===== src/rtl/shift_counter_nbit.sv =====
// Johnson / ring shift-register counter with parallel load, decoded index, wrap pulse and illegal flag.
// Optional macro SELF_CORRECT_EN: an enabled step from an illegal pattern reloads the mode seed.
module shift_counter_nbit #(
  parameter  int WIDTH = 4,
  localparam int IW    = $clog2(2*WIDTH)
) (
  input  logic             clk,
  input  logic             rst,
  input  logic             en,
  input  logic             mode,
  input  logic             dir,
  input  logic             load,
  input  logic [WIDTH-1:0] load_val,
  output logic [WIDTH-1:0] q,
  output logic [IW-1:0]    idx,
  output logic             wrap,
  output logic             illegal
);

  localparam logic [WIDTH-1:0] ONE   = {{(WIDTH-1){1'b0}}, 1'b1};
  localparam logic [IW:0]      TWO_W = (IW+1)'(2*WIDTH);
  localparam logic [IW-1:0]    JMAX  = IW'(2*WIDTH-1);
  localparam logic [IW-1:0]    RMAX  = IW'(WIDTH-1);

  logic [WIDTH-1:0] q_q, q_d;
  logic             wrap_q, wrap_d;
  logic [WIDTH-1:0] shifted;
  logic [IW-1:0]    idx_cur, idx_nxt, max_idx;
  logic             illegal_cur, correct;

  // Johnson: ones run from bit0 upward, or zeros run from bit0 upward. Ring: one-hot.
  function automatic logic legal_f(input logic [WIDTH-1:0] v, input logic m);
    logic [WIDTH-1:0] inv;
    logic             jl, rl;
    inv = ~v;
    jl  = ((v & (v + ONE)) == '0) || ((inv & (inv + ONE)) == '0);
    rl  = (v != '0) && ((v & (v - ONE)) == '0);
    return m ? rl : jl;
  endfunction

  function automatic logic [IW-1:0] decode_f(input logic [WIDTH-1:0] v, input logic m);
    logic [IW:0]   cnt, jidx;
    logic [IW-1:0] ridx;
    cnt = '0;
    for (int i = 0; i < WIDTH; i++) cnt = cnt + {{IW{1'b0}}, v[i]};
    jidx = v[WIDTH-1] ? (TWO_W - cnt) : cnt;
    ridx = '0;
    for (int i = WIDTH-1; i >= 0; i--) if (v[i]) ridx = IW'(i);
    if (!legal_f(v, m)) return '0;
    return m ? ridx : jidx[IW-1:0];
  endfunction

  function automatic logic [WIDTH-1:0] shift_f(input logic [WIDTH-1:0] v,
                                               input logic m, input logic d);
    logic fb_l, fb_r;
    fb_l = m ? v[WIDTH-1] : ~v[WIDTH-1];
    fb_r = m ? v[0]       : ~v[0];
    return d ? {fb_r, v[WIDTH-1:1]} : {v[WIDTH-2:0], fb_l};
  endfunction

`ifdef SELF_CORRECT_EN
  assign correct = illegal_cur;
`else
  assign correct = 1'b0;
`endif

  assign illegal_cur = !legal_f(q_q, mode);
  assign idx_cur     = decode_f(q_q, mode);

  always_comb begin
    shifted = shift_f(q_q, mode, dir);
    idx_nxt = decode_f(shifted, mode);
    max_idx = mode ? RMAX : JMAX;
    q_d     = q_q;
    wrap_d  = 1'b0;
    if (load) begin
      q_d = load_val;
    end else if (en) begin
      if (correct) begin
        q_d = mode ? ONE : '0;
      end else if (mode && (q_q == '0)) begin
        q_d = ONE;
      end else begin
        q_d    = shifted;
        // Only a legal step crossing the max/0 boundary in the travel direction wraps.
        wrap_d = !illegal_cur &&
                 (dir ? ((idx_cur == '0) && (idx_nxt == max_idx))
                      : ((idx_cur == max_idx) && (idx_nxt == '0)));
      end
    end
  end

  always_ff @(posedge clk or negedge rst) begin
    if (!rst) begin
      q_q    <= '0;
      wrap_q <= 1'b0;
    end else begin
      q_q    <= q_d;
      wrap_q <= wrap_d;
    end
  end

  assign q       = q_q;
  assign wrap    = wrap_q;
  assign idx     = idx_cur;
  assign illegal = illegal_cur;

endmodule


===== config.mk =====
export PLATFORM = sky130hd
export DESIGN_NAME = shift_counter_nbit
export DESIGN_NICKNAME = d
export VERILOG_FILES = /design/src/rtl/shift_counter_nbit.sv
export SDC_FILE = /design/constraint.sdc
export NUM_CORES = 1
export LEC_CHECK = 0
export BUFFER_PORTS_ARGS = -buffer_cell sky130_fd_sc_hd__buf_2
export CORE_MARGIN = 2
export CORE_UTILIZATION = 50
export CTS_CLUSTER_SIZE = 20
export DETAILED_ROUTE_END_ITERATION = 8
export PLACE_DENSITY = 0.84
export REMOVE_ABC_BUFFERS = 1
export SYNTH_ARGS = -nofsm -noshare
export SYNTH_HDL_FRONTEND = slang
export SYNTH_SLANG_ARGS = --single-unit

===== constraint.sdc =====
create_clock -name clk -period 3.4 [get_ports clk]
set_input_delay 0.68 -clock clk [delete_from_list [all_inputs] [get_ports clk]]
set_output_delay 0.68 -clock clk [all_outputs]
set_load 0.1 [all_outputs]

# Yosys cells after proc, flatten, opt, wreduce, memory -nomap -nowiden
# Cells that the tools add are included.
dict set report totals {
  ff_bits 5
  latchBits 0
  ramBits 0
  rom_bits 0
  elab_cells 76
  n_memories 0
}
dict set report classes {
  addsub 14
  n_mul 0
  div 0
  n_lt_le_gt_ge 0
  eq_ne 2
  shifts 0
  muxes 27
  bitwise 10
  n_reduce_logical 21
}
# cell n
set ops {}
lappend ops {{$mux W3} 10}
lappend ops {{$logic_not A4 Y1} 7}
lappend ops {{$and A4 B4 Y4} 6}
lappend ops {{$add A4 B1 Y4 const B} 4}
lappend ops {{$mux W4} 4}
lappend ops {{$mux W2} 5}
lappend ops {{$mux W1} 8}
lappend ops {{$not A4 Y4} 2}
lappend ops {{$reduce_bool A4 Y1} 2}
lappend ops {{$sub A4 B1 Y4 const B} 2}
lappend ops {{$add A2 B1 Y3} 2}
lappend ops {{$add A3 B1 Y3} 2}
lappend ops {{$eq A3 B3 Y1} 2}
lappend ops {{$logic_and A1 B1 Y1} 6}
lappend ops {{$logic_not A3 Y1} 2}
lappend ops {{$sub A1 B3 Y3 const A} 2}
lappend ops {{$add A1 B1 Y2} 2}
lappend ops {{$logic_or A1 B1 Y1} 2}
lappend ops {{$not A1 Y1} 2}
lappend ops {{$reduce_bool A2 Y1} 1}
lappend ops {{$logic_not A1 Y1} 1}

# Depth between registers and ports, before layout
# Gate-level depths: netlist of the first run.
dict set report logic_depth {
  word_depth 17
  depth_mapped 16
  depth_no_buf 15
}

# Worst setup path before layout of the first run
# OpenSTA, ideal clock, no wires.
dict set report synth_path {
  path_kind {reg2out}
  startpoint {register q_q[1] (netlist: q[1])}
  endpoint {output port idx[2]}
  arrival_ns 4.473
  required_time_ns 2.720
  slack_ns -1.753
  stages_incl_launch_ff 9
  n_path_buf 0
  cell_sequence {dfrtp_1 fa_1 ha_1 ha_1 inv_1 ha_1 nor2b_1 xnor2_1 nor3_1}
}
dict set report synth_via {
  elab_chain_len 7
  word_cells_on_any_way 23
  classes_between {add/sub: 7; mux: 6; bitwise: 4; reduce/logical: 6}
}
# item line
set synth_lines {}
lappend synth_lines {{start: declaration} 25} ;# logic [WIDTH-1:0] q_q, q_d;
lappend synth_lines {{start signal: assignment} 98} ;# q_q <= q_d;
lappend synth_lines {{$add A1 B1 Y2 / $not A4 Y4 (equally long branches)} {45, 35}}
lappend synth_lines {{$add A2 B1 Y3 / $add A4 B1 Y4 (equally long branches)} {45, 36}}
lappend synth_lines {{$add A3 B1 Y3 / $and A4 B4 Y4 (equally long branches)} {45, 36}}
lappend synth_lines {{$sub A1 B3 Y3 / $logic_not A4 Y1 (equally long branches)} {46, 36}}
lappend synth_lines {{$mux W3 / $logic_or A1 B1 Y1 (equally long branches)} {46, 36}}
lappend synth_lines {{$mux W3 / $mux W1 (equally long branches)} {50, 38}}
lappend synth_lines {{$mux W3 (*)} 50} ;# return m ? ridx : jidx[IW-1:0];
lappend synth_lines {{end: declaration} 15} ;# output logic [IW-1:0] idx,
# Mark *: on every way between the ends. The rest lies on a longest branch, timed or not.

# Worst setup path in the final report of the first run
dict set report layout_path {
  startpoint {register q_q[0] (netlist: q[0])}
  endpoint {output port idx[1]}
}
# Same word-level chain as after synthesis.

==> impl_metrics.csv, run 1 <==
group,metric,value,unit
sta,setup_ws,0.09448,ns
layout,final_area,0.001222,sq mm
clocking,cts_tree,"done",
synthesis,ys_seq_elements,5,
die,dieHeight,49.27,um
sta,hold_viol_final,0,
setup_path,cpLargestDelayFamily,"adder cells",
setup_path,cp.buffers_inverters,2,
clocking,cts.sinks,5,
sta,period_share,97.22,%
synthesis,yosysWarnings,0,
setup_path,endpoint_kind,"output port",
placed_design,dp_slack,0.1132,ns
synthesis,synth-async-reset-ratio,100.0,%
placed_design,place_congestion,0.8998,
layout,layout-drive-gt1-share,26.49,%
synthesis,postSynthAreaPerCell,7.763,sq um
grt,grt_pass1_vias,962,
power_and_ir_drop,leakage,0.5874,nW
setup_path,cp_common_cell,"ha_1",
route,drt_iter0_drc,31,
clocking,cts_hold_buffers,0,
die,rows,16,
route,final_antenna_net_count,0,
layout,num_antenna_cells,0,
grt,grt.total_usage,22.29,%
layout,final_nets,176,
synthesis,synth_edf_count,0,
setup_path,reg2reg_from,"q[3]",
grt,grt_max_degree,20,
setup_path,crit_path_max_fanout,2,
sta,slew_viol_final,0,
grt,grt-ovfl-total,0,
sta,fmaxAchievable,302.5,MHz
power_and_ir_drop,powerDensity,478.6,mW/mm^2
run_status,status,"finished, final reports clean",
sta,slew_headroom,59.26,%
die,die_w,49.27,um
setup_path,cp-start-kind,"flop",
min_path,hold_path.class,"input pin to async pin",
power_and_ir_drop,ir_worst_vdd,0.5101,mV
clocking,cts_root_buf,"clkbuf_4",
route,remaining_drc_errors,0,
route,route.vias.total,1035,
route,wl_per_cell,14.08,um
sta,finClkSkew,0.005605,ns
synthesis,netlist_instances,132,
layout,synthToLayoutAreaGrowth,19.29,%
grt,grt_pass1_wl,4250,um
placed_design,dp_hpwl,1953,um
clocking,cts-buffers-inserted,3,
die,die_area,0.002428,sq mm
sta,setup_viol,0,
clocking,h-tree-depth,1,
clocking,clk_pin_slew_worst_paths,0.05,ns
setup_path,cp.arrival,2.63,ns
die,start_util,52.77,%
placed_design,port_buffers,18,
sta,period_needed,3.306,ns
placed_design,post_dp_cell_area,0.001187,sq mm
route,firstDrtPassIters,4,
route,via_per_inst,5.815,
route,drt_wl_total,2506,um
sta,tightest_slew,0.6056,ns
die,ios,19,
die,fp.coreArea,0.001942,sq mm
clocking,clock_path_buffers,2,
sta,finalSetupTns,0,ns
synthesis,syn_area,0.001025,sq mm
layout,post-route-util,62.95,%
clocking,clkLatencyLatePin,0.25,ns
setup_path,cp_slowest_cell,"fa_1",
setup_path,crit_chain,"fa_1 -> ha_1 -> ha_1 -> inv_1 -> ha_1 -> nor2b_1 -> o21ai_1 -> a21oi_2 -> buf_12",
power_and_ir_drop,finalPower,585.0,uW
setup_path,reg2reg_depth,16,
setup_path,slowest_delay,0.50,ns
setup_path,reg2reg_slack,0.39,ns
synthesis,ys_types,44,
job,maxCapViolations,0,
setup_path,worst-setup-path-type,"flop to output port",
synthesis,synth-seq-area-share,12.21,%
setup_path,rr_endpoint,"wrap",
setup_path,cp.required,2.72,ns
grt,antenna_found_initial,0,
synthesis,synth_ff_type,"dfrtp_1",
[per-layer routing]
metal	up-vias	global-route usage (%)	part of all wire (%)
li1	502	-	-
met1	481	27.55	42
met2	46	40.09	51
met3	6	3.067	5.5
met4	0	5.714	1.7
met5	-	0	0
[synthesized netlist by cell type, types with 2 or more instances]
library cell	n	area (sq um)
buf_2	5	25.02
buf_6	2	22.52
nand3_1	4	20.02
fa_1	2	40.04
mux2_2	3	33.78
a21oi_1	5	25.02
nand2_1	10	37.54
dfrtp_1	5	125.1
a221oi_1	2	17.52
mux2i_1	2	20.02
nor3b_1	2	15.01
inv_1	14	52.55
ha_1	12	150.1
xnor2_1	5	43.79
o21ai_0	10	50.05
clkbuf_1	2	7.510
nand3b_1	2	15.01
o22ai_1	2	12.51
nor2b_1	9	56.30
nor3_1	4	20.02
nor2_1	7	26.28
[power breakdown]
group | leakage, nW | internal, mW | switching, mW | total [mW]
sequential | 0.0621 | 0.0653 | 0.00654 | 0.0719
clock | 0.0150 | 0.0445 | 0.0256 | 0.0700
combinational | 0.510 | 0.154 | 0.289 | 0.443
[placed cells by master, fill, tap and decap left out, types with 2 or more instances in the layout]
cell      count
nand2_1      10
xnor2_1       5
mux2_2        3
ha_1         12
o21ai_1       2
buf_12        3
nor2b_1       9
nand3b_1      2
a21oi_1       4
mux2i_1       2
inv_1        14
o22ai_1       2
nor2_1        7
o21ai_0       9
buf_4         7
buf_2        15
dfrtp_1       5
fa_1          2
clkbuf_4      3
nor3_1        3
nand3_1       4
a221oi_1      2
nor3b_1       2
[state kept, by name, summed over array words and instances, names as in the netlist]
| signal | flops |
|---|---|
| wrap | 1 |
| q | 4 |
[layout make-up]
class,count,area [sq um]
Sequential cell,5,125.1
Inverter,14,52.55
Fill cell,185,719.4
Tap cell,27,33.78
Multi-Input combinational cell,103,797.0
Clock buffer,4,26.28
Timing Repair Buffer,25,187.7
[per-stage QoR]
step / hold slack [ns] / instances
CTS: 0.2394 / 178
global placement: 0.4955 / 174
finish: 0.2382 / 178
global route: 0.2366 / 178
floorplan: 0.3844 / 122
detailed placement: 0.5026 / 174
[worst reg2reg max path: stages, from the launching register on]
cell     delay (ns)
dfrtp_1        0.39
buf_4          0.19
inv_1          0.12
nor2_1         0.06
nor3_1         0.13
a21o_2         0.12
inv_1          0.04
fa_1           0.47
inv_1          0.04
ha_1           0.18
ha_1           0.29
inv_1          0.04
ha_1           0.17
nor2_1         0.12
xnor2_1        0.10
o32a_1         0.37
o22ai_2        0.11
[repair_timing]
action	4_1_cts	5_1_grt
gates resized for setup	1	2
endpoints found under the setup margin	1	2
pin swaps	0	0
setup buffers	0	0
[cells by family after synthesis]
family                   share of synthesized area, %
flip-flops                                      12.21
XOR/XNOR                                        4.273
buffers and inverters                           10.87
multiplexers                                    5.250
AO/OA/AOI/OAI                                   22.22
AND/OR/NAND/NOR                                 26.62
adder cells (fa/ha/maj)                         18.56
[how the worst max path moves through the flow]
| stage | startpoint | endpoint | slack, ns | cells after the start |
|---|---|---|---|---|
| floorplan | q[0] | idx[2] | -2.01 | 8 |
| global placement | mode | wrap | 0.17 | 15 |
| detailed placement | mode | wrap | 0.11 | 15 |
| CTS | q[0] | idx[2] | 0.04 | 9 |
| global route | q[0] | idx[1] | -0.03 | 9 |
| finish | q[0] | idx[1] | 0.09 | 9 |
(Power assumes the default switching activity.)
==> run 2: changes to the inputs <==
Settings changed: ABC_AREA set to 1.
==> run 2 against run 1 <==
Worst hold slack got worse by 0.0052 ns. Via count increased by 14%. Routed wire length increased by 16%. First-iteration DRC count increased by 29%. Design area increased by 4.4%. Utilization increased by 2.1 points. Critical path type unchanged. Die area increased by 1.0%. Setup slack got worse by 0.035 ns. Global-route usage increased by 2.2 points. Clock skew decreased by 0.0011 ns. Cell count increased by 22%. Maximum frequency decreased by 1.0%.
==> impl_metrics.csv, run 2 <==
group,metric,value,unit
synthesis,synth_commonest_cells,"nand2_1 (52), inv_1 (22), nor2_1 (16)",
synthesis,synth_ff_type,"dfrtp_1",
setup_path,slowest_delay,0.52,ns
die,start_util,52.81,%
layout,final_nets,216,
setup_path,cp_slowest_cell,"fa_1",
setup_path,rr_endpoint,"wrap",
setup_path,worst-setup-path-type,"flop to output port",
die,ios,19,
grt,grt-ovfl-total,0,
layout,largest_reg_flops,4,
grt,grt_pass1_vias,1123,
sta,setup_viol,0,
sta,tightest_slew,0.4862,ns
synthesis,netlist_instances,166,
sta,whs,0.2330,ns
synthesis,yosysTopAreaCell,"nand2_1",
setup_path,reg2reg_slack,0.23,ns
clocking,h-tree-depth,1,
clocking,cts.sinks,5,
synthesis,synth-async-reset-ratio,100.0,%
route,firstDrtPassIters,4,
run_status,status,"finished, final reports clean",
sta,period_share,98.25,%
layout,num_antenna_cells,0,
layout,post-route-util,65.05,%
route,drt_wl_total,2898,um
power_and_ir_drop,swShare,57.49,%
synthesis,syn_area,0.001036,sq mm
setup_path,cp.required,2.72,ns
power_and_ir_drop,leakage,0.7020,nW
setup_path,reg2reg_from,"q[0]",
layout,layout_commonest_cell,"nand2_1",
synthesis,ys_seq_elements,5,
sta,period_needed,3.341,ns
clocking,cts-buffers-inserted,3,
setup_path,cp.arrival,2.66,ns
power_and_ir_drop,p_switching,359.8,uW
grt,grt_pass1_wl,4678,um
setup_path,crit_chain,"fa_1 -> ha_2 -> ha_4 -> inv_1 -> ha_4 -> nor2_2 -> or2_1 -> nand2_1 -> nor3_2 -> buf_12",
placed_design,place_congestion,0.8625,
synthesis,yosysWarnings,0,
route,route.vias.total,1176,
power_and_ir_drop,p_int,266.1,uW
die,die_w,49.52,um
setup_path,crit_path_max_fanout,2,
die,rows,16,
grt,grt_max_degree,14,
sta,slew_headroom,67.81,%
layout,fillCellCount,188,
route,remaining_drc_errors,0,
power_and_ir_drop,finalPower,625.8,uW
grt,antenna_found_initial,0,
route,final_antenna_net_count,0,
placed_design,dp_hpwl,2236,um
clocking,cts_root_buf,"clkbuf_4",
synthesis,synth_edf_count,0,
clocking,clock_path_buffers,2,
route,via_per_inst,5.394,
synthesis,synthMostInstantiatedCell,"nand2_1",
sta,hold_viol_final,0,
grt,grt.total_usage,24.51,%
setup_path,reg2reg_depth,21,
placed_design,port_buffers,18,
power_and_ir_drop,pwr-share-comb,76.8,%
min_path,hold_path.class,"input pin to async pin",
clocking,cts_tree,"done",
sta,fmaxAchievable,299.4,MHz
synthesis,synth-seq-area-share,12.08,%
layout,layout_common_cells,"nand2_1 (50), inv_1 (22), buf_2 (16)",
setup_path,endpoint_kind,"output port",
job,maxCapViolations,0,
die,dieHeight,49.52,um
synthesis,postSynthAreaPerCell,6.241,sq um
synthesis,ys_types,28,
power_and_ir_drop,ir_worst_vdd,0.3122,mV
route,drt_iter0_drc,40,
sta,finClkSkew,0.004513,ns
synthesis,synth_top_area_share,18.84,%
power_and_ir_drop,power_frac_seq,11.8,%
setup_path,cp_common_cell,"ha_4",
sta,slew_viol_final,0,
die,fp.coreArea,0.001962,sq mm
layout,layout-drive-gt1-share,29.32,%
clocking,clk_pin_slew_worst_paths,0.05,ns
synthesis,synth_top_cells_by_area,"nand2_1 (19%), ha_1 (14%), dfrtp_1 (12%), inv_1 (8.0%), nand3_1 (6.8%)",
power_and_ir_drop,powerDensity,490.4,mW/mm^2
route,wl_per_cell,13.29,um
setup_path,cp-start-kind,"flop",
die,die_area,0.002452,sq mm
clocking,clkLatencyLatePin,0.25,ns
layout,synthToLayoutAreaGrowth,23.19,%
power_and_ir_drop,p_clk_share,11.4,%
run 2: changes by cell type in the layout (fill, tap and decap cells not counted), moves of 4 or more:
cell     delta
nand2_1    +40
nand2_2     +6
o21ai_0     -6
nor2_1      +7
xnor2_1     -5
nor2b_1     -9
inv_1       +8
inv_2       +4
nand3_1    +10
run 2: layout make-up:
cell class	count	area (sq um)	share of cell area [%]
Sequential cell	5	126.4	9.902
Tap cell	27	33.78	2.647
Inverter	28	110.1	8.628
Multi-Input combinational cell	129	807.0	63.24
Timing Repair Buffer	25	172.7	13.53
Clock buffer	4	26.28	2.059
run 2: worst max-delay path: cells and delay by family, from the launching register on:
kind	cells	cell delay (ns)
buf+inv	2	0.28
fa+ha+maj	4	1.16
simple gates	4	0.57
flops	1	0.41
run 2: stage by stage:
step                      setup WS (ns)  TNS [ns]  std cells  instance area, sq um
after CTS                       0.01907         0        218                  1237
final                           0.05948         0        218                  1276
after detailed placement       -0.01256  -0.01256        213                  1194
after floorplan                  -1.922    -4.565        162                 994.7
after global routing           -0.01877  -0.01877        218                  1276
after global placement          0.03378         0        213                  1194
run 2: logic make-up (layout without fill, tap and decap cells):
group	Yosys count	after routing	synth area share (%)
buffers and inverters	32	57	14.61
and+or+nand+nor	96	96	41.91
adders and majority gates	14	14	18.36
DFF	5	5	12.08
AOI/OAI and AO/OA	19	19	13.05
run 2: power by group through the flow:
| stage | combinational [mW] | sequential (mW) | clock, mW |
|---|---|---|---|
| floorplan | 0.280 | 0.120 | 0 |
| global placement | 0.412 | 0.0751 | 0 |
| detailed placement | 0.433 | 0.0760 | 0 |
| CTS | 0.444 | 0.0735 | 0.0724 |
| global route | 0.527 | 0.0742 | 0.0757 |
| finish | 0.481 | 0.0739 | 0.0712 |
run 2: timing repair:
item                       CTS  global route
resized for setup            4             9
hold buffers                 0             0
pin swaps                    1             4
gates cloned                 0             0
setup buffers                1             0
setup endpoints to repair    2             3
run 2: worst max path at each step:
stage,start,to,slack [ns],cells after the start
3_3_place_gp,dir,wrap,0.03,21
3_5_place_dp,dir,wrap,-0.01,21
5_1_grt,dir,wrap,-0.02,23
4_1_cts,q[0],idx[1],0.02,11
6_report,q[3],idx[2],0.06,10
2_1_floorplan,q[3],idx[2],-1.92,9
run 2: routing by layer:
layer  routed length (um)  track usage (%)
met1                 1111            27.02
met2                 1514            44.22
met3                  195            5.152
met4                   77            11.57
met5                    0                0
